[src/rtl/iagc_peak_detector.sv]
// iagc_peak_detector: AXI-Stream ADC sink that reports the per-window peak |sample| plus threshold flags.
// Define IAGC_PEAK_OVERRANGE_EN to track full-scale codes on o_overrange; otherwise it is tied to 0.
module iagc_peak_detector #(
    parameter int ZMOD_DATA_SIZE = 14,
    parameter int AXIS_DATA_SIZE = 32,
    parameter int WINDOW_SIZE    = 1024
) (
    input  logic                      i_sys_clock,
    input  logic                      i_reset_n,
    input  logic                      i_enable,
    input  logic                      i_channel,
    input  logic [ZMOD_DATA_SIZE-1:0] i_thr_high,
    input  logic [ZMOD_DATA_SIZE-1:0] i_thr_low,
    input  logic [AXIS_DATA_SIZE-1:0] i_axis_tdata,
    input  logic                      i_axis_tvalid,
    output logic                      o_axis_tready,
    output logic [ZMOD_DATA_SIZE-1:0] o_peak,
    output logic                      o_above,
    output logic                      o_below,
    output logic                      o_overrange,
    output logic                      o_peak_valid,
    input  logic                      i_peak_ready
);

    localparam int                CNT_W    = (WINDOW_SIZE > 1) ? $clog2(WINDOW_SIZE) : 1;
    localparam logic [CNT_W-1:0]  CNT_LAST = CNT_W'(WINDOW_SIZE - 1);

    typedef enum logic [1:0] {
        IDLE  = 2'd0,
        ACCUM = 2'd1,
        STALL = 2'd2
    } state_e;

    // |s| of a two's-complement sample; the most negative code maps onto 2^(W-1) without wrapping.
    function automatic logic [ZMOD_DATA_SIZE-1:0] mag_f(input logic signed [ZMOD_DATA_SIZE-1:0] s);
        logic [ZMOD_DATA_SIZE-1:0] u;
        u = s;
        return s[ZMOD_DATA_SIZE-1] ? (~u + ZMOD_DATA_SIZE'(1)) : u;
    endfunction

    function automatic logic [ZMOD_DATA_SIZE-1:0] max_f(input logic [ZMOD_DATA_SIZE-1:0] a,
                                                        input logic [ZMOD_DATA_SIZE-1:0] b);
        return (a > b) ? a : b;
    endfunction

    state_e                      state_q, state_d;
    logic                        rdy_en_q;
    logic [CNT_W-1:0]            cnt_q, cnt_d;
    logic                        chan_q, chan_d;
    logic                        vld_p1_q, vld_p1_d;
    logic                        last_p1_q, last_p1_d;
    logic [ZMOD_DATA_SIZE-1:0]   mag_p1_q, mag_p1_d;
    logic [ZMOD_DATA_SIZE-1:0]   acc_q, acc_d;
    logic [ZMOD_DATA_SIZE-1:0]   peak_q, peak_d;
    logic                        above_q, above_d;
    logic                        below_q, below_d;
    logic                        peak_valid_q, peak_valid_d;

    logic                        run_c;
    logic                        at_last_c;
    logic                        stall_c;
    logic                        tready_c;
    logic                        accept_c;
    logic                        load_c;
    logic                        chan_sel_c;
    logic signed [ZMOD_DATA_SIZE-1:0] sample_c;
    logic [ZMOD_DATA_SIZE-1:0]   win_peak_c;

    // Only the two 14-bit channel fields of each stream word carry sample data.
    logic                        tdata_unused;
    assign tdata_unused = ^i_axis_tdata;

    // Handshake and stall decode; the ready path from i_peak_ready is purely combinational.
    always_comb begin
        run_c      = i_enable && (state_q != IDLE);
        at_last_c  = (cnt_q == CNT_LAST);
        stall_c    = run_c && at_last_c && peak_valid_q && !i_peak_ready;
        tready_c   = rdy_en_q && !stall_c;
        accept_c   = run_c && i_axis_tvalid && tready_c;
        load_c     = run_c && vld_p1_q && last_p1_q;
        chan_sel_c = (cnt_q == '0) ? i_channel : chan_q;
        sample_c   = chan_sel_c ? i_axis_tdata[AXIS_DATA_SIZE/2-1 -: ZMOD_DATA_SIZE]
                                : i_axis_tdata[AXIS_DATA_SIZE-1   -: ZMOD_DATA_SIZE];
        win_peak_c = max_f(acc_q, mag_p1_q);
    end

    assign o_axis_tready = tready_c;

    always_comb begin
        state_d = state_q;
        if (!i_enable) begin
            state_d = IDLE;
        end else begin
            case (state_q)
                IDLE:    state_d = ACCUM;
                ACCUM:   if (stall_c) state_d = STALL;
                STALL:   if (!stall_c) state_d = ACCUM;
                default: state_d = IDLE;
            endcase
        end
    end

    // Stage 0 -> 1: window counter, channel capture, magnitude and last-of-window tag
    always_comb begin
        cnt_d     = cnt_q;
        chan_d    = chan_q;
        if (!run_c) begin
            cnt_d = '0;
        end else if (accept_c) begin
            cnt_d = at_last_c ? '0 : cnt_q + CNT_W'(1);
            if (cnt_q == '0) chan_d = i_channel;
        end
        vld_p1_d  = accept_c;
        last_p1_d = accept_c && at_last_c;
        mag_p1_d  = mag_f(sample_c);
    end

    // Stage 1 -> 2: running max and result register load
    always_comb begin
        acc_d        = acc_q;
        peak_d       = peak_q;
        above_d      = above_q;
        below_d      = below_q;
        peak_valid_d = peak_valid_q && !i_peak_ready;
        if (!run_c) begin
            acc_d = '0;
        end else if (vld_p1_q) begin
            acc_d = last_p1_q ? '0 : win_peak_c;
        end
        if (load_c) begin
            peak_d       = win_peak_c;
            above_d      = (win_peak_c > i_thr_high);
            below_d      = (win_peak_c < i_thr_low);
            peak_valid_d = 1'b1;
        end
    end

    always_ff @(posedge i_sys_clock or negedge i_reset_n) begin
        if (!i_reset_n) begin
            state_q      <= IDLE;
            rdy_en_q     <= 1'b0;
            cnt_q        <= '0;
            chan_q       <= 1'b0;
            vld_p1_q     <= 1'b0;
            last_p1_q    <= 1'b0;
            peak_q       <= '0;
            above_q      <= 1'b0;
            below_q      <= 1'b0;
            peak_valid_q <= 1'b0;
        end else begin
            state_q      <= state_d;
            rdy_en_q     <= 1'b1;
            cnt_q        <= cnt_d;
            chan_q       <= chan_d;
            vld_p1_q     <= vld_p1_d;
            last_p1_q    <= last_p1_d;
            peak_q       <= peak_d;
            above_q      <= above_d;
            below_q      <= below_d;
            peak_valid_q <= peak_valid_d;
        end
    end

    // Datapath registers carry no reset; every consumer is qualified by a reset control bit.
    always_ff @(posedge i_sys_clock) begin
        mag_p1_q <= mag_p1_d;
        acc_q    <= acc_d;
    end

    assign o_peak       = peak_q;
    assign o_above      = above_q;
    assign o_below      = below_q;
    assign o_peak_valid = peak_valid_q;

`ifdef IAGC_PEAK_OVERRANGE_EN
    function automatic logic is_full_scale_f(input logic signed [ZMOD_DATA_SIZE-1:0] s);
        return (s == {1'b0, {(ZMOD_DATA_SIZE-1){1'b1}}}) || (s == {1'b1, {(ZMOD_DATA_SIZE-1){1'b0}}});
    endfunction

    logic ovr_p1_q, ovr_p1_d;
    logic ovr_acc_q, ovr_acc_d;
    logic ovr_q, ovr_d;

    always_comb begin
        ovr_p1_d  = is_full_scale_f(sample_c);
        ovr_acc_d = ovr_acc_q;
        ovr_d     = ovr_q;
        if (!run_c) begin
            ovr_acc_d = 1'b0;
        end else if (vld_p1_q) begin
            ovr_acc_d = last_p1_q ? 1'b0 : (ovr_acc_q || ovr_p1_q);
        end
        if (load_c) ovr_d = ovr_acc_q || ovr_p1_q;
    end

    always_ff @(posedge i_sys_clock or negedge i_reset_n) begin
        if (!i_reset_n) begin
            ovr_acc_q <= 1'b0;
            ovr_q     <= 1'b0;
        end else begin
            ovr_acc_q <= ovr_acc_d;
            ovr_q     <= ovr_d;
        end
    end

    always_ff @(posedge i_sys_clock) begin
        ovr_p1_q <= ovr_p1_d;
    end

    assign o_overrange = ovr_q;
`else
    assign o_overrange = 1'b0;
`endif

endmodule

[config.mk]
export PLATFORM = sky130hd
export DESIGN_NAME = iagc_peak_detector
export DESIGN_NICKNAME = d
export VERILOG_FILES = /design/src/rtl/iagc_peak_detector.sv
export SDC_FILE = /design/constraint.sdc
export NUM_CORES = 1
export LEC_CHECK = 0
export CELL_PAD_IN_SITES_DETAIL_PLACEMENT = 0
export CELL_PAD_IN_SITES_GLOBAL_PLACEMENT = 1
export CORE_AREA = 4 4 113 115
export DETAILED_ROUTE_END_ITERATION = 8
export DIE_AREA = 0 0 117 119
export GPL_ROUTABILITY_DRIVEN = 1
export HOLD_SLACK_MARGIN = 0.1
export PLACE_DENSITY_LB_ADDON = 0.1
export SYNTH_ARGS = -nofsm -noshare
export SYNTH_HDL_FRONTEND = slang
export SYNTH_SLANG_ARGS = --single-unit
[constraint.sdc]
create_clock -name i_sys_clock -period 3.3 [get_ports i_sys_clock]
set_input_delay 0.825 -clock i_sys_clock [delete_from_list [all_inputs] [get_ports i_sys_clock]]
set_output_delay 0.825 -clock i_sys_clock [all_outputs]
set_load 0.05 [all_outputs]
-- Yosys cells after proc, flatten, opt, wreduce, memory -nomap -nowiden
Cells that the tools add are included.
- add/sub/neg operators: 2
- magnitude comparators: 3
- equality and inequality tests: 6
- mux-type cells: 13
- bitwise logic cells: 1
- reductions and logical operators: 18
- operators with widths (cell ; count):
    $mux W14 ; 3
    $mux W10 ; 3
    $gt A14 B14 Y1 ; 2
    $add A14 B1 Y14 const B ; 1
    $lt A14 B14 Y1 ; 1
    $not A14 Y14 ; 1
    $mux W13 ; 1
    $logic_and A1 B1 Y1 ; 11
    $add A10 B1 Y10 const B ; 1
    $eq A10 B10 Y1 const B ; 1
    $logic_not A10 Y1 ; 1
    $mux W2 ; 3
    $ne A3 B3 Y1 const B ; 2
    $pmux W2 S3 ; 1
    $reduce_and A2 Y1 ; 2
    $eq A2 B1 Y1 const B ; 1
    $eq A2 B2 Y1 const B ; 1
    $logic_not A1 Y1 ; 2
    $logic_not A2 Y1 ; 1
    $mux W1 ; 2
    $ne A2 B1 Y1 const B ; 1
    $reduce_bool A2 Y1 ; 1
- register bits: 61
- input port bits: 66
- output and inout port bits: 19
- word-level logic and storage cells: 56

-- Logic depth before layout (Yosys ltp)
Gate-level depths: netlist (run 1).
- word-level depth: 10
- gate-level depth with buffers: 15
- depth with buffers taken out: 14

-- Worst setup path before layout (run 1)
No wires, ideal clock.
- path kind: input port to output port
- start point: in i_enable
- end point: out o_axis_tready
- arrival time: 2.425 ns
- slack: 0.050 ns
- stages: 4
- path through: nor2b_1 > clkbuf_1 > clkbuf_1 > a21boi_0
- longest elaborated chain between the ends: 6
- RTL lines (element ; RTL line ; RTL):
    from (decl) ; 10 ; input logic i_enable,
    $logic_and A1 B1 Y1 ; 75 ; run_c = i_enable && (state_q != IDLE);
    $logic_and A1 B1 Y1 (3 in series) ; 77 ; stall_c = run_c && at_last_c && peak_valid_q && !i_peak_ready;
    $logic_not A1 Y1 ; -- ;
    $logic_and A1 B1 Y1 ; 78 ; tready_c = rdy_en_q && !stall_c;
    to (decl) ; 16 ; output logic o_axis_tready,
Every way passes these cells.

-- Worst setup path in the final report (run 1)
- start point: reg mag_p1_q[4]
- end point: reg above_q, in the netlist o_above
- longest elaborated chain between the ends: 3
- RTL lines (element ; RTL line ; RTL):
    from (decl) ; 52 ; logic [ZMOD_DATA_SIZE-1:0] mag_p1_q, mag_p1_d;
    from (signal assigned) ; 166 ; mag_p1_q <= mag_p1_d;
    $gt A14 B14 Y1 ; 43 ; return (a > b) ? a : b;
    $mux W14 ; 43 ;
    named net win_peak_c[3] ; 67 ; logic [ZMOD_DATA_SIZE-1:0] win_peak_c;
    $gt A14 B14 Y1 ; 132 ; above_d = (win_peak_c > i_thr_high);
    to (signal assigned) ; 158 ; above_q <= above_d;
    to (decl) ; 55 ; logic above_q, above_d;
The timed path passes the listed nets, and every way through them passes these cells.
A chain may end at the register's enable or synchronous reset.

==> results of run 1 <==
[area by class of cell]
type                            instances  area [um2]
Sequential cell                        61        1390
Clock inverter                          1        5.00
Multi-Input combinational cell        323        2770
Timing Repair Buffer                  101         961
Inverter                               49         184
Clock buffer                           15         268
Tap cell                              147         184
Fill cell                            1098        6050
[cell usage in the layout, fill, tap and decap left out, types with 8 or more instances in the layout]
cell,count
clkdlybuf4s50_1,78
inv_1,45
dfrtp_1,33
nand2_1,31
ha_1,28
a21oi_1,27
dfxtp_1,24
nor2_1,22
buf_4,21
ha_4,15
mux2_2,14
o32ai_1,14
mux2_4,13
mux2i_1,11
nor3_1,11
xor2_1,11
nand3_1,10
clkbuf_16,9
nand4_1,8
xnor2_1,8
o21ai_1,8
[metrics by stage]
stage | setup WS (ps) | total power [mW] | instance area, um2 | cells | TNS (ps)
2_1_floorplan | 50.1 | 1.11 | 4140 | 448 | 0
3_3_place_gp | -25.7 | 1.32 | 5160 | 677 | -25.7
3_5_place_dp | -45.0 | 1.32 | 5160 | 677 | -49.8
4_1_cts | 30.5 | 2.20 | 5460 | 694 | 0
5_1_grt | -49.1 | 2.38 | 5760 | 697 | -83.2
6_report | 134 | 2.25 | 5760 | 697 | 0
[routing by layer]
metal	GRT usage, %	vias to the layer above
li1	-	1809
met1	21.1	1662
met2	22.8	84
met3	3.56	12
met4	5.73	0
met5	0	-
[critical path, cell delays in order (launching register included)]
cell and delay, ps:
dfxtp_1 360, inv_1 70, ha_1 320, a21oi_1 150, a21boi_0 120, o31ai_2 290
a21oi_2 150, mux2_4 350, buf_4 140, ha_1 290, a21oi_1 190, nor2b_2 60
o21ai_1 150, nand3b_1 130, a211oi_2 190, a21oi_1 80
[final timing paths]
kind	cells after the start	end	slack, ps	from
max	15	o_above$_DFFE_PN0P_	130	mag_p1_q[4]$_DFF_P_
min	2	o_peak[0]$_DFFE_PN0P_	490	o_peak[0]$_DFFE_PN0P_
max reg2reg	15	o_above$_DFFE_PN0P_	130	mag_p1_q[4]$_DFF_P_
min reg2reg	2	o_peak[0]$_DFFE_PN0P_	490	o_peak[0]$_DFFE_PN0P_
max in group asynchronous	2	cnt_q[2]$_DFFE_PN0P_	2060	i_reset_n
min in group asynchronous	2	o_peak[3]$_DFFE_PN0P_	920	i_reset_n
[registers in the layout, indices dropped and copies added (netlist names), 2 cells and up]
| name | flops |
|---|---|
| acc_q | 14 |
| state_q | 2 |
| mag_p1_q | 14 |
| o_peak | 14 |
| cnt_q | 10 |
[repair_timing]
item                       4_1_cts  5_1_grt
buffers inserted                 1        3
resized for setup                2       52
hold endpoints to repair         0        0
pin swaps                        2       16
cloned                           0        0
setup endpoints to repair        2        3
[cells by family (layout without fill, tap and decap cells)]
logic type / count (synthesis) / after routing
AND/OR/NAND/NOR: 125 / 125
adder cells (fa/ha/maj): 44 / 44
AO/OA/AOI/OAI: 94 / 94
XOR/XNOR: 19 / 19
other: 2 / 2
multiplexers: 39 / 39
flip-flops: 61 / 61
buffers and inverters: 64 / 166
[power groups by stage]
stage	logic (mW)	registers [mW]	clock network (mW)
2_1_floorplan	0.303	0.808	0
3_3_place_gp	0.497	0.818	0
3_5_place_dp	0.503	0.819	0
4_1_cts	0.510	0.805	0.881
5_1_grt	0.656	0.813	0.908
6_report	0.588	0.809	0.854
==> results.yml, run 1 <==
power_and_ir_drop:
  p_per_area_mw_per_mm2: 391
  net-switching-power_mw: 0.619
  intPower_mw: 1.63
  swShare_pct: 27.5
  vdd_ir_drop_max_v: 0.000189
  clock_power_share_pct: 37.9
  seqPwrFrac_pct: 36.0
  combinationalPowerShare_pct: 26.1
  p_leak_nw: 2.46
global_routing:
  grt-ovfl-total: 0
  grt_start_max_net_pins: 34
  grt_pass1_vias: 3536
  track_usage_pct: 15.2
  grt_pass1_wl_um: 16900
  antenna_found_initial: 0
hold_path:
  min_path_type: "reg2reg"
timing:
  rsz0062_at_grt: "yes"
  slew_viol_final: 0
  max_freq_mhz: 316
  min_period_over_period_pct: 95.9
  setup_violations: 0
  holdWs_ps: 486
  worst_slew_pin_slew_ps: 708
  layout_min_cycle_time_ps: 3170
  finClkSkew_ps: 7.36
  hold_viol_final: 0
  max-slew-margin-rel_pct: 52.7
worst_setup_path:
  end_kind: "flip-flop"
  crit_type: "reg2reg"
  crit_arrival_ps: 3370
  crit_fanout: 4
  cp-start-kind: "flip-flop"
  cp_data_required_time_ps: 3500
finish:
  area_delta_synth_final_pct: 39.1
  finish.utilization_pct: 48.8
  nNetsFinal: 655
  antennaDiodeCount: 0
  drive_above_1_share_pct: 20.7
detailed_routing:
  wl_per_cell_um: 15.1
  top_layer: "met4"
  drc: 0
  met2_length_um: 4510
  wl_um: 10500
  met1_length_um: 5210
  viasPerCell: 5.12
  ant_nets: 0
  route.met3.wl_um: 570
  num_vias: 3567
  drtIter0Drc: 139
  dr.pass1.iters: 4
yosys:
  synth_xor_area_share_pct: 4.02
  synth_top_cells_by_count: "49 x inv_1, 44 x ha_1, 33 x dfrtp_1"
  syn_avg_cell_area_um2: 9.24
  syn_nets: 558
  yosysWarningCount: 0
  synth_edf_count: 0
  synthMuxAreaShare_pct: 10.6
  synth.top_cell.area_share_pct: 20.0
  synth.most_common_cell: "inv_1"
  synth_fa_ha_area_share_pct: 13.3
  synthCells: 448
  synth_seq_area_share_pct: 33.5
  netlist_area_mm2: 0.00414
  synth.area.top_cells: "dfrtp_1 20%, dfxtp_1 14%, ha_1 13%"
  synthDistinctLibCells: 60
  synth_top_family_by_area: "simple AND/OR/NAND/NOR gates"
  synth_compound_area_share_pct: 16.0
  yosysTopAreaCell: "dfrtp_1"
  synth-simple-area-share_pct: 16.1
  synthArstFlopShare_pct: 54.1
  ys.flop_type: "dfrtp_1"
  synth.ff_latch_count: 61
cts:
  clk_pin_slew_worst_paths_ps: 50
  clock_tree.root_cell: "clkbuf_16"
  cts-buffers-inserted: 9
  cts_tree: "built"
  cts.sinks: 61
  clock_path_buffers: 2
  cts_htree_levels: 3
  clk_latency_ps: 330
  ctsHoldBuffers: 0
place:
  gp_congestion: 0.841
  hpwl_um: 7950
  portBuffers: 79
die:
  start_util_pct: 35.0
  die_x_um: 117
  die_y_um: 119
  io_pins: 85
  rows: 40
  core_mm2: 0.0118
  dieArea_mm2: 0.0139
status:
  outcome: "finished clean"
job:
  cap_violations: 0
No activity file was read; power rests on OpenSTA's default activity.
==> inputs of run 2 (changes only) <==
- CAP_MARGIN: not set -> 20
==> results of run 2 <==
Final layout, timing and power as in run 1 (identical DEF).
